===== config.mk =====
export PLATFORM = sky130hd
export DESIGN_NAME = interrupt_controller
export DESIGN_NICKNAME = d
export VERILOG_FILES = /design/src/rtl/interrupt_controller_pkg.sv /design/src/rtl/interrupt_controller_irq_sync.sv /design/src/rtl/interrupt_controller.sv
export SDC_FILE = /design/constraint.sdc
export NUM_CORES = 1
export LEC_CHECK = 0
export ABC_CLOCK_PERIOD_IN_PS = 1730
export CELL_PAD_IN_SITES_DETAIL_PLACEMENT = 1
export CELL_PAD_IN_SITES_GLOBAL_PLACEMENT = 1
export CORE_MARGIN = 5
export CORE_UTILIZATION = 27
export CTS_CLUSTER_SIZE = 24
export DETAILED_ROUTE_END_ITERATION = 8
export GPL_TIMING_DRIVEN = 0
export PLACE_DENSITY = 0.79
export SLEW_MARGIN = 20
export SYNTH_ARGS = -nofsm -noshare
export SYNTH_HDL_FRONTEND = slang
export SYNTH_SLANG_ARGS = --single-unit

===== constraint.sdc =====
create_clock -name clk -period 1.73 [get_ports clk]
set_clock_uncertainty 0.15 [all_clocks]
set_input_delay 0.346 -clock clk [delete_from_list [all_inputs] [get_ports clk]]
set_output_delay 0.346 -clock clk [all_outputs]
set_load 0.01 [all_outputs]

===== src/rtl/interrupt_controller_pkg.sv =====
// Shared definitions for the interrupt controller and SystemRegisters:
// FSM encoding, device limits, PCS bit positions and the priority helper.
package interrupt_controller_pkg;

  localparam int unsigned MAX_NDEV = 16;
  localparam int unsigned IDX_W    = 4;

  // PCS bit positions, shared with SystemRegisters
  localparam int unsigned PCS_IE  = 0;
  localparam int unsigned PCS_OIE = 1;
  localparam int unsigned PCS_CM  = 4;
  localparam int unsigned PCS_OM  = 5;

  typedef enum logic [1:0] {
    ST_IDLE = 2'd0,
    ST_REQ  = 2'd1,
    ST_ACK  = 2'd2
  } ic_state_e;

  // Index of the lowest set bit; index 0 has the highest priority
  function automatic logic [IDX_W-1:0] lowest_set(input logic [MAX_NDEV-1:0] v);
    lowest_set = '0;
    for (int i = MAX_NDEV - 1; i >= 0; i--) begin
      if (v[i]) lowest_set = IDX_W'(i);
    end
  endfunction

endpackage


===== src/rtl/interrupt_controller_irq_sync.sv =====
// Synchronizes one asynchronous IRQ line and produces a one-cycle rising-edge
// pulse from the synchronized level.
module interrupt_controller_irq_sync #(
  parameter int unsigned SYNC_STAGES = 2
) (
  input  logic clk,
  input  logic rst_n,
  input  logic irq_i,
  output logic rise_c_o
);

  logic [SYNC_STAGES-1:0] sync_q;
  logic                   prev_q;

  always_ff @(posedge clk or negedge rst_n) begin
    if (!rst_n) begin
      sync_q <= '0;
      prev_q <= 1'b0;
    end else begin
      sync_q <= {sync_q[SYNC_STAGES-2:0], irq_i};
      prev_q <= sync_q[SYNC_STAGES-1];
    end
  end

  // Combinational so the pending latch sets SYNC_STAGES+1 cycles after the rise
  assign rise_c_o = sync_q[SYNC_STAGES-1] & ~prev_q;

endmodule


===== src/rtl/interrupt_controller.sv =====
// Latches device interrupts as pending, picks one by fixed priority and runs the
// request/acknowledge handshake with the pipeline memory stage.
module interrupt_controller
  import interrupt_controller_pkg::*;
#(
  parameter int unsigned BITS        = 32,
  parameter int unsigned NDEV        = 4,
  parameter int unsigned SYNC_STAGES = 2,
  parameter int unsigned IDN_BASE    = 0
) (
  input  logic            clk,
  input  logic            rst_n,
  input  logic [NDEV-1:0] irq_i,
  input  logic            ie_i,
  input  logic            mask_we_i,
  input  logic [BITS-1:0] mask_in_i,
  output logic            int_req_o,
  input  logic            int_ack_i,
  output logic [BITS-1:0] idn_o,
  output logic [NDEV-1:0] dev_ack_o,
  output logic [NDEV-1:0] mask_o,
  output logic [NDEV-1:0] pending_o
);

  ic_state_e        state_q, state_d;
  logic [NDEV-1:0]  rise_c;
  logic [NDEV-1:0]  elig_c;
  logic [IDX_W-1:0] win_idx_c;
  logic [NDEV-1:0]  grant_q, grant_d;
  logic [NDEV-1:0]  pending_q, pending_d;
  logic [NDEV-1:0]  mask_q, mask_d;
  logic [NDEV-1:0]  dev_ack_q, dev_ack_d;
  logic [BITS-1:0]  idn_q, idn_d;
  logic             int_req_q, int_req_d;
  logic             unused_mask_bits;

  for (genvar g = 0; g < NDEV; g++) begin : g_sync
    interrupt_controller_irq_sync #(
      .SYNC_STAGES(SYNC_STAGES)
    ) u_sync (
      .clk     (clk),
      .rst_n   (rst_n),
      .irq_i   (irq_i[g]),
      .rise_c_o(rise_c[g])
    );
  end

  assign elig_c           = pending_q & mask_q;
  assign win_idx_c        = lowest_set(MAX_NDEV'(elig_c));
  assign unused_mask_bits = ^mask_in_i;

  always_ff @(posedge clk or negedge rst_n) begin
    if (!rst_n) begin
      state_q   <= ST_IDLE;
      grant_q   <= '0;
      pending_q <= '0;
      mask_q    <= '1;
      dev_ack_q <= '0;
      idn_q     <= '0;
      int_req_q <= 1'b0;
    end else begin
      state_q   <= state_d;
      grant_q   <= grant_d;
      pending_q <= pending_d;
      mask_q    <= mask_d;
      dev_ack_q <= dev_ack_d;
      idn_q     <= idn_d;
      int_req_q <= int_req_d;
    end
  end

  always_comb begin
    state_d   = state_q;
    grant_d   = grant_q;
    idn_d     = idn_q;
    dev_ack_d = '0;
    mask_d    = mask_we_i ? mask_in_i[NDEV-1:0] : mask_q;
    pending_d = pending_q | rise_c;

    unique case (state_q)
      ST_IDLE: begin
        if (ie_i && (|elig_c)) begin
          state_d = ST_REQ;
          idn_d   = BITS'(win_idx_c) + BITS'(IDN_BASE);
          grant_d = NDEV'(1) << win_idx_c;
        end
      end
      // Grant is frozen here; a withdrawn request keeps its pending bit
      ST_REQ: begin
        if (int_ack_i) begin
          state_d   = ST_ACK;
          dev_ack_d = grant_q;
        end else if (!ie_i || ((elig_c & grant_q) == '0)) begin
          state_d = ST_IDLE;
        end
      end
      // A fresh edge on the granted line in this cycle must survive the clear
      ST_ACK: begin
        state_d   = ST_IDLE;
        pending_d = (pending_q & ~grant_q) | rise_c;
      end
      default: state_d = ST_IDLE;
    endcase

    int_req_d = (state_d == ST_REQ);
  end

  assign int_req_o = int_req_q;
  assign idn_o     = idn_q;
  assign dev_ack_o = dev_ack_q;
  assign mask_o    = mask_q;
  assign pending_o = pending_q;

endmodule


# --- Word-level counts from Yosys, hierarchy flattened ---
# Cells that the tools add are included.
totals:
  romBits: 0
  out_inout_bits: 45
  elab_cells: 51
  latchBits: 0
  ramBits: 0
  register_bits: 35
  in_bits: 41
  mem_count: 0
op_classes:
  muxes: 11
  order_cmp: 0
  n_div: 0
  add_sub_neg: 0
  eq_ne: 3
  bitwise_logic: 14
  shift: 1
  multipliers: 0
  n_reduce_logical: 7
ops:
  columns: ["cell", "n"]
  rows:
  - ["$mux W4", 5]
  - ["$and A4 B4 Y4", 3]
  - ["$mux W2", 5]
  - ["$or A4 B4 Y4", 2]
  - ["$and A1 B1 Y1", 4]
  - ["$eq A2 B1 Y1 const B", 2]
  - ["$logic_not A4 Y1", 1]
  - ["$not A1 Y1", 4]
  - ["$not A4 Y4", 1]
  - ["$pmux W2 S2", 1]
  - ["$reduce_or A4 Y1", 1]
  - ["$shl A1 B4 Y4 const A", 1]
  - ["$eq A2 B2 Y1 const B", 1]
  - ["$logic_not A2 Y1", 1]
  - ["$reduce_and A2 Y1", 1]
  - ["$logic_and A1 B1 Y1", 1]
  - ["$logic_not A1 Y1", 1]
  - ["$logic_or A1 B1 Y1", 1]

# --- Logic depth before layout (Yosys ltp) ---
# Gate-level depths: netlist of run 1.
depth:
  word_depth: 8
  mapped_depth: 3
  depth_no_buf: 3

# --- Cells and area by module ---
# Synthesis of run 1 repeated with hierarchy kept, for this count alone.
hier_totals:
  cells_unflattened: 119
  area_unflattened_um2: 1457.6
modules_own_cells:
  columns: ["mod", "area_each_um2", "instances", "cells_each"]
  rows:
  - ["interrupt_controller", 1102.3, 1, 103]
  - ["interrupt_controller_irq_sync", 88.8, 4, 4]

# --- Least setup slack after synthesis of run 1 ---
# Ideal clock, no wire load.
synth_timing:
  path_type: "reg-to-reg"
  start: "reg pending_q[0] (netlist: pending_o[0])"
  end: "reg int_req_q (netlist: int_req_o)"
  setup_slack_ps: 320
  required_ps: 1462
  path_stages_with_launch: 4
  path_buffers: 0
  arrival_ps: 1142
  path_cell_list: "dfrtp_1 a222oi_1 a21oi_2 a21o_1"
synth_via:
  elab_chain_cells: 8
  elab_cells_between_ends: 11
synth_rtl:
  columns: ["item", "line", "text"]
  rows:
  - ["from (decl)", "interrupt_controller.sv:30", "logic [NDEV-1:0] pending_q, pending_d;"]
  - ["from (signal assigned)", "interrupt_controller.sv:64", "pending_q <= pending_d;"]
  - ["$and A4 B4 Y4 *", "interrupt_controller.sv:48", "assign elig_c = pending_q & mask_q;"]
  - ["$and A4 B4 Y4", "interrupt_controller.sv:93", "end else if (!ie_i || ((elig_c & grant_q) == '0)) begin"]
  - ["$logic_not A4 Y1", "interrupt_controller.sv:93", null]
  - ["$logic_or A1 B1 Y1", "interrupt_controller.sv:93", null]
  - ["$mux W2", "interrupt_controller.sv:93", null]
  - ["$mux W2", "interrupt_controller.sv:90", "if (int_ack_i) begin"]
  - ["$pmux W2 S2 *", "interrupt_controller.sv:80", "unique case (state_q)"]
  - ["$eq A2 B1 Y1 *", "interrupt_controller.sv:105", "int_req_d = (state_d == ST_REQ);"]
  - ["via int_req_d", "interrupt_controller.sv:34", "logic int_req_q, int_req_d;"]
  - ["to (signal assigned)", "interrupt_controller.sv:68", "int_req_q <= int_req_d;"]
  - ["to (decl)", "interrupt_controller.sv:34", null]
# The timed path passes the listed nets; every way through them passes the cells marked *.
# A chain may end at the register's enable or synchronous reset.

# --- Worst setup path after layout of run 1 ---
layout_timing:
  start: "reg pending_q[0] (netlist: pending_o[0])"
  end: "out pending_o[0]"
layout_lines:
  columns: ["item", "line", "text"]
  rows:
  - ["to (decl)", "interrupt_controller.sv:22", "output logic [NDEV-1:0] pending_o"]
# No word-level cell between the ends.

==> flow_metrics.env, run 1 <==
export IMPL_drive_gt1_share_pct=28.0
export IMPL_relSlewSlack_pct=52.8
export IMPL_ys_flop_type="dfrtp_1"
export IMPL_cp_max_fo=2
export IMPL_hp_class="reg -> reg"
export IMPL_ir_worst_vdd_mv=0.435
export IMPL_clk_pin_slew_ns=0.07
export IMPL_layout_commonest_cell="buf_4"
export IMPL_layout_nets=226
export IMPL_start_kind="register"
export IMPL_placed_area_sq_um=1880
export IMPL_dr_first_iter_drc_count=21
export IMPL_synthXorXnorAreaFrac_pct=0
export IMPL_path_buf_inv=1
export IMPL_n_fill_cell=593
export IMPL_ys_ff_latch=33
export IMPL_io_buffer_count=27
export IMPL_crit_arrival_ns=1.16
export IMPL_syn_avg_cell_area_sq_um=11.8
export IMPL_grt_pass1_vias=1055
export IMPL_final_antenna_net_count=0
export IMPL_critPathMaxStageDelay_ns=0.54
export IMPL_power_density_nw_per_um2=1110
export IMPL_switchingPower_uw=594
export IMPL_rows=26
export IMPL_dp_hpwl_um=2330
export IMPL_sw_frac_of_total_pct=26.7
export IMPL_die_x_um=82.6
export IMPL_slowest_stage="clkdlybuf4s50_1"
export IMPL_drc=0
export IMPL_dr_total_vias=995
export IMPL_place_ws_ns=-0.156
export IMPL_cts_made_buffers=5
export IMPL_first_pass_iters=4
export IMPL_synth_fa_ha_area_share_pct=0
export IMPL_grt_pass1_wl_um=4800
export IMPL_cp_end_kind="output pin"
export IMPL_period_minus_slack_ns=1.66
export IMPL_syn_cell_area_sq_um=1420
export IMPL_grt_setup_unrepaired="no"
export IMPL_ys_seq_area_share_pct=58.5
export IMPL_grt_max_degree=34
export IMPL_multiInputGateArea_sq_um=444
export IMPL_path_cells="clkdlybuf4s50_1"
export IMPL_overflow=0
export IMPL_power_frac_seq_pct=44.8
export IMPL_finalHoldViolCount=0
export IMPL_max_freq_mhz=602
export IMPL_clock_sinks=33
export IMPL_io_pins=86
export IMPL_clock_latency_ns=0.28
export IMPL_cts_root_buf="clkbuf_8"
export IMPL_h_tree_depth=2
export IMPL_syn2layout_area_growth_pct=41.5
export IMPL_start_util_pct=27.8
export IMPL_wire_per_inst_um=11.6
export IMPL_routed_wl_um=2970
export IMPL_seq_area_sq_um=833
export IMPL_dieArea_sq_um=6820
export IMPL_status="finished, final reports clean"
export IMPL_final_cells=256
export IMPL_grt_use_total_pct=9.53
export IMPL_grt_antenna_before_repair=0
export IMPL_tightest_slew_ns=0.707
export IMPL_clockBufferDepth=2
export IMPL_synth_compound_area_share_pct=9.42
export IMPL_p_clk_share_pct=32.8
export IMPL_finalSetupViolCount=0
export IMPL_synth_edff_count=0
export IMPL_muxShareOfSynthArea_pct=3.17
export IMPL_synth_top_family_by_area="buffers and inverters"
export IMPL_dp_cells=246
export IMPL_intPower_uw=1630
export IMPL_required_ns=1.23
export IMPL_diodes=0
export IMPL_final_max_slew_viol_count=0
export IMPL_cts_tree="built"
export IMPL_setup_slack_ns=0.0692
export IMPL_ys_types=30
export IMPL_die_h_um=82.6
export IMPL_timing_final_crit_share_pct=96.0
export IMPL_yosysWarnings=0
export IMPL_path_class="reg -> out"
export IMPL_final_cell_mix="buf_4, conb_1, dfrtp_1, clkdlybuf4s50_1, nand2_1"
export IMPL_viasPerCell=3.89
export IMPL_yosys_area_share_simple_pct=10.7
export IMPL_p_leak_uw=0.000994
export IMPL_total_power_uw=2230
export IMPL_async_flop_share_pct=100
export IMPL_design_area_sq_um=2010
export IMPL_fin_hold_ws_ns=0.202
export IMPL_cap_violations=0
export IMPL_fp_coreArea_sq_um=5110
export IMPL_synth_cells=120
export IMPL_critical_path_top_delay_family="buffers and inverters"
export IMPL_gp_congestion=0.824
export IMPL_pwr_share_comb_pct=22.4
final timing paths:
check                                                     start                              endpoint  cells after the start  slack [ns]
min in group asynchronous                                 rst_n  g_sync[0].u_sync.sync_q[0]$_DFF_PN0_                      2        0.51
hold / removal             g_sync[3].u_sync.sync_q[0]$_DFF_PN0_  g_sync[3].u_sync.sync_q[1]$_DFF_PN0_                      0        0.20
hold reg to reg            g_sync[3].u_sync.sync_q[0]$_DFF_PN0_  g_sync[3].u_sync.sync_q[1]$_DFF_PN0_                      0        0.20
setup reg to reg                         pending_o[0]$_DFF_PN0_                   int_req_o$_DFF_PN0_                      4        0.13
setup / recovery                         pending_o[0]$_DFF_PN0_                          pending_o[0]                      1        0.07
max in group asynchronous                                 rst_n                pending_o[2]$_DFF_PN0_                      2        0.43
Yosys cell counts (all sizes together) (2+ instances only):
master | instances | share of area [%]
dfrtp | 29 | 51
a21o | 2 | 1.1
nand2 | 9 | 2.4
a22o | 4 | 2.6
and2 | 4 | 1.8
o22ai | 3 | 1.3
dfstp | 4 | 7.4
a21oi | 2 | 0.97
buf | 30 | 16
inv | 8 | 2.1
nand3 | 4 | 1.4
o21ai | 3 | 1.1
mux2 | 4 | 3.2
flip-flops by register name, indices dropped and copies added (netlist names):
register and cells:
int_req_o 1, pending_o 4, grant_q 4, g_sync.u_sync.prev_q 4
dev_ack_o 4, idn_o 2, state_q 2, g_sync.u_sync.sync_q 8
mask_o 4
area by class of cell:
| cell class | instances | area share, % |
|---|---|---|
| clock buffers | 7 | 4.29 |
| repair buffers | 29 | 13.6 |
| plain buffers | 30 | 11.2 |
| well taps | 70 | 4.36 |
| multi-input cells | 78 | 22.1 |
| flip-flops and latches | 33 | 41.4 |
| inverters | 8 | 1.49 |
| clock inverters | 1 | 1.49 |
cells by family after synthesis:
group                  Yosys count
other                            1
flip-flops                      33
multiplexers                     4
buffers and inverters           38
AO/OA/AOI/OAI                   18
AND/OR/NAND/NOR                 26
power by group through the flow:
stage               Combinational [uW]  Sequential (uW)  Clock, uW
floorplan                          263             1020          0
global placement                   496             1010          0
detailed placement                 502             1020          0
global route                       557             1020        786
CTS                                505             1000        758
finish                             500              999        730
repair_timing:
action / 4_1_cts / 5_1_grt
endpoints found under the setup margin: 8 / 0
buffers inserted: 1 / 0
resized for setup: 9 / 0
endpoints found under the hold margin: 29 / 0
hold buffers: 1 / 0
through the flow:
step	setup TNS, ns	util [%]
after floorplan	0	-
after global placement	-14.16	37.0
after detailed placement	-0.783	36.9
after CTS	0	39.4
after global routing	0	39.4
final	0	39.4
layer usage:
layer / track usage, % / wire, um
met5: 0 / 0
met4: 4.41 / 29
met3: 4.34 / 270
met2: 14.6 / 1390
met1: 11.4 / 1280
Power figures use the tool's default switching activity.
==> inputs of run 2 (changes only) <==
- MAX_ROUTING_LAYER: not set -> met4
- PLACE_DENSITY: 0.79 -> 0.78
- SYNTH_HIERARCHICAL: not set -> 1
==> flow_metrics.env, run 2 <==
export IMPL_dp_hpwl_um=2210
export IMPL_largest_reg_flops=8
export IMPL_syn_avg_cell_area_sq_um=12.2
export IMPL_regMostFlops="g_sync.u_sync/sync_q"
export IMPL_layout_nets=226
export IMPL_h_tree_depth=2
export IMPL_yosysTopAreaCell="dfrtp_1"
export IMPL_design_area_sq_um=2050
export IMPL_finalSetupViolCount=0
export IMPL_fin_hold_ws_ns=0.200
export IMPL_yosys_top_cells_count="buf_4, dfrtp_1, nand2_1, a21o_1"
export IMPL_syn2layout_area_growth_pct=40.8
export IMPL_wl_met2_um=1280
export IMPL_hp_class="reg -> reg"
export IMPL_met1_length_um=1220
export IMPL_top_layer="met4"
export IMPL_synth_area_leaders="dfrtp_1, buf_4, dfstp_2"
export IMPL_yosysTopAreaCellShare_pct=49.8
export IMPL_wire_per_inst_um=11.0
export IMPL_ys_ff_latch=33
export IMPL_total_power_uw=2160
export IMPL_io_buffer_count=27
export IMPL_die_x_um=83.5
export IMPL_cp_end_kind="register"
export IMPL_clock_latency_ns=0.28
export IMPL_ys_flop_type="dfrtp_1"
export IMPL_cts_made_buffers=5
export IMPL_path_class="in -> reg"
export IMPL_syn_cell_area_sq_um=1460
export IMPL_grt_antenna_before_repair=0
export IMPL_dr_total_vias=982
export IMPL_overflow=0
export IMPL_slowest_stage="clkdlybuf4s50_1"
export IMPL_diodes=0
export IMPL_grt_pass1_wl_um=4680
export IMPL_placed_area_sq_um=1940
export IMPL_relSlewSlack_pct=65.3
export IMPL_tns_ns=0
export IMPL_yosysWarnings=6
export IMPL_ys_types=27
export IMPL_ys_seq_area_share_pct=57.0
export IMPL_routed_wl_um=2800
export IMPL_clk_pin_slew_ns=0.06
export IMPL_grt_max_degree=34
export IMPL_async_flop_share_pct=100
export IMPL_cp_max_fo=7
export IMPL_io_pins=86
export IMPL_dieArea_sq_um=6970
export IMPL_viasPerCell=3.85
export IMPL_cts_tree="built"
export IMPL_power_density_nw_per_um2=1050
export IMPL_crit_arrival_ns=1.70
export IMPL_critPathMaxStageDelay_ns=0.48
export IMPL_start_kind="input port"
export IMPL_final_antenna_net_count=0
export IMPL_gp_congestion=0.794
export IMPL_timing_final_crit_share_pct=97.3
export IMPL_status="finished, final reports clean"
export IMPL_clock_sinks=33
export IMPL_ir_worst_vdd_mv=0.442
export IMPL_drive_gt1_share_pct=29.2
export IMPL_die_h_um=83.5
export IMPL_grt_use_total_pct=8.90
export IMPL_max_freq_mhz=594
export IMPL_final_max_slew_viol_count=0
export IMPL_finalHoldViolCount=0
export IMPL_synth_edff_count=0
export IMPL_synth_cells=119
export IMPL_drc=0
export IMPL_cts_root_buf="clkbuf_8"
export IMPL_grt_setup_unrepaired="no"
export IMPL_rows=26
export IMPL_clockBufferDepth=2
export IMPL_fp_coreArea_sq_um=5170
export IMPL_cap_violations=0
export IMPL_final_cell_mix="buf_4, conb_1, dfrtp_1, clkdlybuf4s50_1, nand2_1"
export IMPL_layout_commonest_cell="buf_4"
export IMPL_dr_first_iter_drc_count=54
export IMPL_required_ns=1.75
export IMPL_path_cells="clkdlybuf4s50_1, or3b_1, buf_6, a21o_1, a32o_1"
export IMPL_start_util_pct=28.2
export IMPL_first_pass_iters=3
export IMPL_route_met3_wl_um=248
export IMPL_grt_pass1_vias=1033
export IMPL_tightest_slew_ns=0.520
export IMPL_yosysMostFrequentCell="buf_4"
export IMPL_p_leak_uw=0.00101
export IMPL_period_minus_slack_ns=1.68
## run 2: cell count changes after synthesis, sizes merged, moves of 3 or more
cell,delta
a21o,+5
a22o,-4
inv,-4
nor2b,+3
o21ai,-3
## run 2: cell type report
| type | instances | area (sq um) |
|---|---|---|
| clock buffers | 5 | 68.8 |
| inverters | 4 | 15.0 |
| clock inverters | 2 | 35.0 |
| flip-flops and latches | 33 | 831 |
| fillers | 587 | 3120 |
| plain buffers | 31 | 236 |
| well taps | 70 | 87.6 |
| multi-input cells | 80 | 484 |
| repair buffers | 30 | 294 |
## run 2: final timing paths
kind	end	slack, ns	depth (start not counted)	startpoint
max	grant_q[2]$_DFFE_PN0P_	0.05	5	ie_i
min	g_sync[3].u_sync/sync_q[1]$_DFF_PN0_	0.20	0	g_sync[3].u_sync/sync_q[0]$_DFF_PN0_
max reg2reg	grant_q[2]$_DFFE_PN0P_	0.15	4	pending_o[3]$_DFF_PN0_
min reg2reg	g_sync[3].u_sync/sync_q[1]$_DFF_PN0_	0.20	0	g_sync[3].u_sync/sync_q[0]$_DFF_PN0_
max in group asynchronous	mask_o[0]$_DFFE_PN1P_	0.77	3	rst_n
min in group asynchronous	dev_ack_o[2]$_DFF_PN0_	0.41	3	rst_n
## run 2: cell families after synthesis
family                 share of synthesized area [%]
buffers and inverters                           17.3
DFF                                             57.0
and+or+nand+nor                                 12.3
AOI/OAI and AO/OA                               10.1
muxes                                           3.09
other                                          0.257
## run 2: stage by stage
stage	util (%)	setup slack, ns	cells
after floorplan	-	0.243	148
after global placement	37.2	-0.483	245
after detailed placement	37.5	-0.238	246
after CTS	39.7	0.0254	255
after global routing	39.7	0.00202	255
final	39.7	0.0463	255
## run 2: routing by layer
layer | up-vias | track usage (%)
li1 | 476 | -
met1 | 460 | 10.7
met2 | 40 | 12.8
met3 | 6 | 3.65
met4 | 0 | 4.39
met5 | - | -
## run 2: critical path: cells and delay by family
| kind | cells | cell delay (ns) |
|---|---|---|
| buffers and inverters | 2 | 0.63 |
| AOI/OAI and AO/OA | 2 | 0.34 |
| and+or+nand+nor | 1 | 0.38 |
## run 2: timing repair
item / CTS / global route
resized for setup: 7 / 0
setup endpoints to repair: 8 / 0
hold endpoints to repair: 29 / 0
setup buffers: 1 / 0
hold buffers: 1 / 0
## run 2: where the power goes
| group | total, uW | internal, uW | switching (uW) |
|---|---|---|---|
| clock network | 668 | 418 | 250 |
| logic | 506 | 274 | 232 |
| registers | 984 | 893 | 91.7 |
